## src/rtl/skid_fifo_pkg.sv

```systemverilog
// Shared sizing helpers and control bundle for the skid_fifo elastic buffer.
package skid_fifo_pkg;

  // Ring holds depth-1 words; a single-entry ring still needs a 1-bit pointer.
  function automatic int ptr_width(input int depth);
    return (depth > 2) ? $clog2(depth - 1) : 1;
  endfunction

  function automatic int count_width(input int depth);
    return $clog2(depth + 1);
  endfunction

  function automatic bit is_pow2(input int v);
    return (v >= 2) && ((v & (v - 1)) == 0);
  endfunction

  function automatic bit params_ok(input int depth, input int almost_full_level);
    return is_pow2(depth) && (almost_full_level >= 1) && (almost_full_level <= depth);
  endfunction

  typedef struct packed {
    logic insert;
    logic remove;
    logic load_out;
    logic bypass;
  } ctl_t;

endpackage

```

## src/rtl/skid_fifo_ring.sv

```systemverilog
// (DEPTH-1)-entry circular store behind the output register; pointers wrap at DEPTH-1.
module skid_fifo_ring
  import skid_fifo_pkg::*;
#(
  parameter int WIDTH = 8,
  parameter int DEPTH = 4
) (
  input  logic             clk,
  input  logic             reset,
  input  logic             flush,
  input  logic             push,
  input  logic             pop,
  input  logic [WIDTH-1:0] wr_data,
  output logic [WIDTH-1:0] rd_data,
  output logic             empty
);

  localparam int ENTRIES = DEPTH - 1;
  localparam int PW      = ptr_width(DEPTH);
  localparam int LW      = $clog2(ENTRIES + 1);

  logic [WIDTH-1:0] mem_q [ENTRIES];
  logic [WIDTH-1:0] mem_d [ENTRIES];
  logic [PW-1:0]    wr_ptr_q, wr_ptr_d;
  logic [PW-1:0]    rd_ptr_q, rd_ptr_d;
  logic [LW-1:0]    level_q, level_d;

  function automatic logic [PW-1:0] ptr_inc(input logic [PW-1:0] p);
    return (p == PW'(ENTRIES - 1)) ? '0 : p + 1'b1;
  endfunction

  always_comb begin
    mem_d    = mem_q;
    wr_ptr_d = wr_ptr_q;
    rd_ptr_d = rd_ptr_q;
    level_d  = level_q;
    if (flush) begin
      wr_ptr_d = '0;
      rd_ptr_d = '0;
      level_d  = '0;
    end else begin
      if (push) begin
        mem_d[wr_ptr_q] = wr_data;
        wr_ptr_d        = ptr_inc(wr_ptr_q);
      end
      if (pop) rd_ptr_d = ptr_inc(rd_ptr_q);
      level_d = level_q + LW'(push) - LW'(pop);
    end
  end

  always_ff @(posedge clk) begin
    if (reset) begin
      wr_ptr_q <= '0;
      rd_ptr_q <= '0;
      level_q  <= '0;
    end else begin
      wr_ptr_q <= wr_ptr_d;
      rd_ptr_q <= rd_ptr_d;
      level_q  <= level_d;
    end
  end

  // Storage words carry no reset; validity is tracked by level_q.
  always_ff @(posedge clk) begin
    mem_q <= mem_d;
  end

  assign rd_data = mem_q[rd_ptr_q];
  assign empty   = (level_q == '0);

endmodule

```

## src/rtl/skid_fifo.sv

```systemverilog
// Elastic valid/ready buffer: registered output word plus ring; all interface flags registered.
module skid_fifo
  import skid_fifo_pkg::*;
#(
  parameter int WORD_WIDTH        = 8,
  parameter int DEPTH             = 4,
  parameter int ALMOST_FULL_LEVEL = DEPTH - 1
) (
  input  logic                          clk,
  input  logic                          reset,
  input  logic                          flush,
  input  logic                          i_valid,
  output logic                          i_ready,
  input  logic [WORD_WIDTH-1:0]         i_data,
  output logic                          o_valid,
  input  logic                          o_ready,
  output logic [WORD_WIDTH-1:0]         o_data,
  output logic [count_width(DEPTH)-1:0] o_count,
  output logic                          o_almost_full
);

  localparam int CW = count_width(DEPTH);
  localparam logic [CW-1:0] DEPTH_C = CW'(DEPTH);
  localparam logic [CW-1:0] AF_LVL  = CW'(ALMOST_FULL_LEVEL);

  if (!params_ok(DEPTH, ALMOST_FULL_LEVEL)) begin : g_param_check
    $error("skid_fifo: DEPTH must be a power of two >= 2 and ALMOST_FULL_LEVEL in 1..DEPTH");
  end

  ctl_t                  ctl;
  logic                  ring_push, ring_pop, ring_empty;
  logic [WORD_WIDTH-1:0] ring_rd_data;

  logic                  i_ready_q, i_ready_d;
  logic                  o_valid_q, o_valid_d;
  logic [WORD_WIDTH-1:0] o_data_q, o_data_d;
  logic [CW-1:0]         count_q, count_d;
  logic                  almost_full_q, almost_full_d;

  always_comb begin
    ctl.insert   = i_valid & i_ready_q;
    ctl.remove   = o_valid_q & o_ready;
    // Output register takes a new word when it is empty or its word is leaving with a successor available.
    ctl.load_out = (~o_valid_q & ctl.insert) | (ctl.remove & (~ring_empty | ctl.insert));
    ctl.bypass   = ring_empty;

    ring_push = ~flush & ctl.insert & ~(ctl.load_out & ring_empty);
    ring_pop  = ~flush & ctl.load_out & ~ring_empty;

    o_data_d = o_data_q;
    if (flush) begin
      count_d = '0;
    end else begin
      count_d = count_q + CW'(ctl.insert) - CW'(ctl.remove);
      if (ctl.load_out) o_data_d = ctl.bypass ? i_data : ring_rd_data;
    end

    i_ready_d     = (count_d != DEPTH_C);
    o_valid_d     = (count_d != '0);
    almost_full_d = (count_d >= AF_LVL);
  end

  always_ff @(posedge clk) begin
    if (reset) begin
      i_ready_q     <= 1'b1;
      o_valid_q     <= 1'b0;
      o_data_q      <= '0;
      count_q       <= '0;
      almost_full_q <= 1'b0;
    end else begin
      i_ready_q     <= i_ready_d;
      o_valid_q     <= o_valid_d;
      o_data_q      <= o_data_d;
      count_q       <= count_d;
      almost_full_q <= almost_full_d;
    end
  end

  skid_fifo_ring #(
    .WIDTH (WORD_WIDTH),
    .DEPTH (DEPTH)
  ) u_ring (
    .clk     (clk),
    .reset   (reset),
    .flush   (flush),
    .push    (ring_push),
    .pop     (ring_pop),
    .wr_data (i_data),
    .rd_data (ring_rd_data),
    .empty   (ring_empty)
  );

  assign i_ready       = i_ready_q;
  assign o_valid       = o_valid_q;
  assign o_data        = o_data_q;
  assign o_count       = count_q;
  assign o_almost_full = almost_full_q;

`ifdef FORMAL
  logic f_past_q;
  always_ff @(posedge clk) f_past_q <= 1'b1;

  always_comb begin
    if (f_past_q && !reset) begin
      assert (count_q == CW'(u_ring.level_q) + CW'(o_valid_q));
      assert (count_q <= DEPTH_C);
      assert (!(ring_pop && ring_empty));
    end
  end

  always_ff @(posedge clk) begin
    if (f_past_q && !$past(reset) && !$past(flush) && $past(o_valid_q && !o_ready)) begin
      assert (o_valid_q);
      assert (o_data_q == $past(o_data_q));
    end
  end

  cover property (@(posedge clk) disable iff (reset)
    count_q == DEPTH_C ##[1:$] count_q == '0 ##[1:$] count_q == DEPTH_C);
`endif

endmodule

```

## config.mk

```make
export PLATFORM = sky130hd
export DESIGN_NAME = skid_fifo
export DESIGN_NICKNAME = d
export VERILOG_FILES = /design/src/rtl/skid_fifo_pkg.sv /design/src/rtl/skid_fifo_ring.sv /design/src/rtl/skid_fifo.sv
export SDC_FILE = /design/constraint.sdc
export NUM_CORES = 1
export LEC_CHECK = 0
export CAP_MARGIN = 10
export CORE_MARGIN = 4
export CORE_UTILIZATION = 40
export CTS_CLUSTER_SIZE = 30
export DETAILED_ROUTE_END_ITERATION = 16
export DONT_BUFFER_PORTS = 1
export GPL_TIMING_DRIVEN = 0
export PLACE_DENSITY = 0.53
export SYNTH_ARGS = -nofsm -noshare
export SYNTH_HDL_FRONTEND = slang
export SYNTH_SLANG_ARGS = --single-unit
export TNS_END_PERCENT = 20
```

## constraint.sdc

```tcl
create_clock -name clk -period 4.6 [get_ports clk]
set_input_delay 0 -clock clk [delete_from_list [all_inputs] [get_ports clk]]
set_output_delay 0 -clock clk [all_outputs]
set_load 0.01 [all_outputs]
```

==> run_results.csv <==
group,metric,value,unit
finish,nets,185,
worst_hold_path,min_delay_path_depth,3,
clock_tree,cts.repair.resized,0,
route,wl_per_cell,17.5,µm
clock_tree,clkSlewWorstSetupHoldPaths,0.08,ns
logic_synthesis,synth_cells,149,
timing,rsz0062_at_grt,"no",
finish,areaGrowthSynthToFinish,13.4,%
clock_tree,clock_tree.buffer_depth,2,
critical_path,crit_path_start_kind,"flip-flop",
grt,maximum_number_of_pins_on_one_net_before_global_route_repair,14,
timing,slew_headroom,0.479,
logic_synthesis,synth_top_family_by_area,"simple AND/OR/NAND/NOR gates",
logic_synthesis,synth_xor_area_frac,0.0164,
logic_synthesis,synth_warnings,0,
logic_synthesis,synth-compound-area-share,0.128,
power,design_power_total,721,µW
critical_path,timing_worst_setup_path_type,"flip-flop to flip-flop",
placed_design,hpwl,2610,µm
finish,fillerInstances,413,
clock_tree,clock-root-buffer,"clkbuf_8",
route,detailroute.via_count,1244,
timing,finalHoldViolations,0,
clock_tree,tritoncts,"done",
logic_synthesis,total_of_flip_flops_plus_latches_after_synthesis,44,
run_status,status,"finished, final reports clean",
critical_path,critPathMaxFanout,5,
timing,maxSlewViolCount,0,
logic_synthesis,synth_top_cell_area_share,0.379,
finish,num_antenna_cells,0,
clock_tree,cts_setup_buffers,0,
placed_design,gp_congestion,0.758,
route,drt_first_iter_violations,74,
die,die_height,77.0,µm
worst_hold_path,hold_path.class,"input port to flip-flop",
logic_synthesis,synth_area_leaders,"edfxtp_1 (38%), dfxtp_1 (21%), mux2i_1 (5.3%)",
power,ir_drop,181,µV
route,detail_route.wirelength,3840,µm
worst_hold_path,hold-path-endpoint,"u_ring.level_q[1]$_SDFF_PP0_",
critical_path,cp_data_required_time,4.78,ns
timing,setup-tns-final,0,ns
die,num_rows,24,
clock_tree,tritoncts.num_buffers,5,
logic_synthesis,ys_types,36,
timing,setup_clock_skew_after_layout,0.00647,ns
worst_hold_path,hold_wc_startpoint,"reset",
critical_path,arrival,2.39,ns
route,number_of_detailed_routing_iterations_run_before_antenna_repair,4,
grt,grt_pass1_vias,1279,
route,avgViaCountPerCell,5.65,
die,initial_core_util,0.425,
grt,total_routing_usage_reported_by_global_routing,0.136,
power,power.density_cell_area,334,nW/µm²
clock_tree,cts_htree_levels,2,
critical_path,critPathMaxStageDelay,0.52,ns
timing,report.final.setup_viol,0,
grt,grt_remaining_overflow,0,
logic_synthesis,synth-seq-area-share,0.589,
logic_synthesis,synth_area_per_cell,12.8,µm²
critical_path,cell_by_cell_trace_of_the_critical_path,"nand2_1 -> ha_1 -> inv_1 -> ha_1 -> inv_1 -> fa_1 -> nor2_1 -> or3_1",
critical_path,crit_path_max_delay_cell_type,"fa_1",
placed_design,post-place-cells,202,
logic_synthesis,synth.mux.area_fraction,0.0526,
critical_path,worstRegToRegCells,8,
clock_tree,clock_latency,0.29,ns
timing,timing_worst_slew_pin_value,0.779,ns
route,drt_drc,0,
timing,post-route-worst-setup-slack,2.39,ns
logic_synthesis,synth-adder-area-share,0.0368,
timing,fin_crit,2.21,ns
clock_tree,post_cts_hold_buffer_count,10,
die,floorplan.io_pins,27,
critical_path,setup.reg_to_reg.worst_slack,2.39,ns
grt,grt_first_pass_wirelength,6170,µm
die,die_area,5920,µm²
logic_synthesis,postSynthNetCount,167,
finish,layout-drive-gt1-share,0.0893,
logic_synthesis,yosys.area.top_type,"edfxtp_1",
placed_design,place_ws,2.36,ns
run,timing.max_cap.violations,0,
finish,regArea,1120,µm²
die,floorplan.die.width,77.0,µm
critical_path,crit-reg2reg-capture,"o_valid$_SDFF_PP0_",
logic_synthesis,post_synth_and_or_nand_nor_area_fraction,0.139,
clock_tree,numClockSinks,44,
critical_path,crit_path_end_kind,"flip-flop",
route,antenna_violating_nets_post_route,0,
timing,post-route-period-util,0.480,
logic_synthesis,mappedNetlistArea,1900,µm²
critical_path,timing.rr.start,"i_ready$_SDFF_PP1_",
die,core-area,4470,µm²
finish,post_layout_nonfiller_instances,220,
grt,grt_antenna_before_repair,0,
placed_design,place.port_buffers,0,
timing,achievable-frequency,453,MHz
power,power.static_leakage,0.759,nW
finish,multi_input_area,709,µm²
==> per-layer routing <==
metal,up-vias,global-route usage,share of wire
met3,2,0.0504,0.059
li1,595,-,-
met2,29,0.239,0.49
met5,-,0,0
met1,618,0.154,0.44
met4,0,0.0399,0.0039
==> state kept, by name (all words and copies together), names as in the netlist <==
name and count:
i_ready 1, o_almost_full 1, o_count 3, o_data 8
o_valid 1, u_ring.level_q 2, u_ring.mem_q 24, u_ring.rd_ptr_q 2
u_ring.wr_ptr_q 2
==> power by group <==
group / internal [mW] / switching, mW
Sequential: 0.425 / 0.0132
Combinational: 0.0277 / 0.0282
Clock: 0.103 / 0.123
==> critical path: cells and delay by family (launching register included) <==
kind,cells,cell delay (ns)
adder cells (fa/ha/maj),3,0.96
buffers and inverters,2,0.11
flip-flops,1,0.44
AND/OR/NAND/NOR,3,0.59
==> stage by stage <==
| step | utilization | hold WS (ns) | instance area (µm²) |
|---|---|---|---|
| final | 0.482 | 0.0259 | 2160 |
| after global routing | 0.482 | 0.0135 | 2160 |
| after CTS | 0.482 | 0.0149 | 2160 |
| after detailed placement | 0.441 | 0.0991 | 1970 |
| after global placement | 0.440 | 0.0991 | 1970 |
| after floorplan | - | 0.0989 | 1900 |
==> Yosys cell counts (all sizes together) <==
| library cell | n |
|---|---|
| or2 | 2 |
| edfxtp | 24 |
| and3b | 1 |
| o2111ai | 1 |
| ha | 4 |
| a32o | 8 |
| nor2b | 2 |
| o31ai | 1 |
| o21ai | 3 |
| buf | 5 |
| xnor3 | 1 |
| clkbuf | 3 |
| nor3 | 2 |
| and2 | 3 |
| a21o | 1 |
| nand3b | 10 |
| xor2 | 1 |
| a21oi | 1 |
| nand2 | 4 |
| o2bb2ai | 1 |
| nor2 | 6 |
| inv | 8 |
| a211oi | 2 |
| nor3b | 2 |
| or3 | 11 |
| fa | 1 |
| dfxtp | 20 |
| o211ai | 9 |
| and3 | 1 |
| a221o | 1 |
| mux2i | 10 |
==> how the worst max path moves through the flow <==
| stage | endpoint | start | cells after the start |
|---|---|---|---|
| 6_report | o_valid$_SDFF_PP0_ | i_ready$_SDFF_PP1_ | 8 |
| 5_1_grt | u_ring.level_q[1]$_SDFF_PP0_ | u_ring.level_q[1]$_SDFF_PP0_ | 9 |
| 4_1_cts | u_ring.mem_q[5]$_DFFE_PP_ | o_valid$_SDFF_PP0_ | 4 |
| 3_5_place_dp | u_ring.mem_q[18]$_DFFE_PP_ | u_ring.level_q[1]$_SDFF_PP0_ | 4 |
| 3_3_place_gp | u_ring.mem_q[2]$_DFFE_PP_ | o_valid$_SDFF_PP0_ | 3 |
| 2_1_floorplan | o_valid$_SDFF_PP0_ | i_ready$_SDFF_PP1_ | 9 |
==> cells in the final DEF, fill, tap and decap left out, drive strengths merged, types with 6 or more instances in the layout <==
cell type,n
nand3b,10
nor2,6
dfxtp,20
a32o,8
o211ai,9
or3,11
inv,8
edfxtp,24
dlygate4sd3,10
clkbuf,8
buf,6
mux2i,10
==> cell families (layout without fill, tap and decap cells) <==
family,count (synthesis),after routing
fa+ha+maj,5,5
simple gates,44,44
buf+inv,16,35
flops,44,44
mux,10,10
xor+xnor,2,2
compound gates,28,28
==> area by class of cell <==
type / instances / share of cell area
tap: 52 / 0.0302
multi-input combinational: 89 / 0.329
clock inverter: 3 / 0.00638
sequential: 44 / 0.520
buffer: 8 / 0.0191
timing repair buffer: 11 / 0.0499
clock buffer: 5 / 0.0319
inverter: 8 / 0.0139
Note: power is estimated with default switching activity, not from simulation.
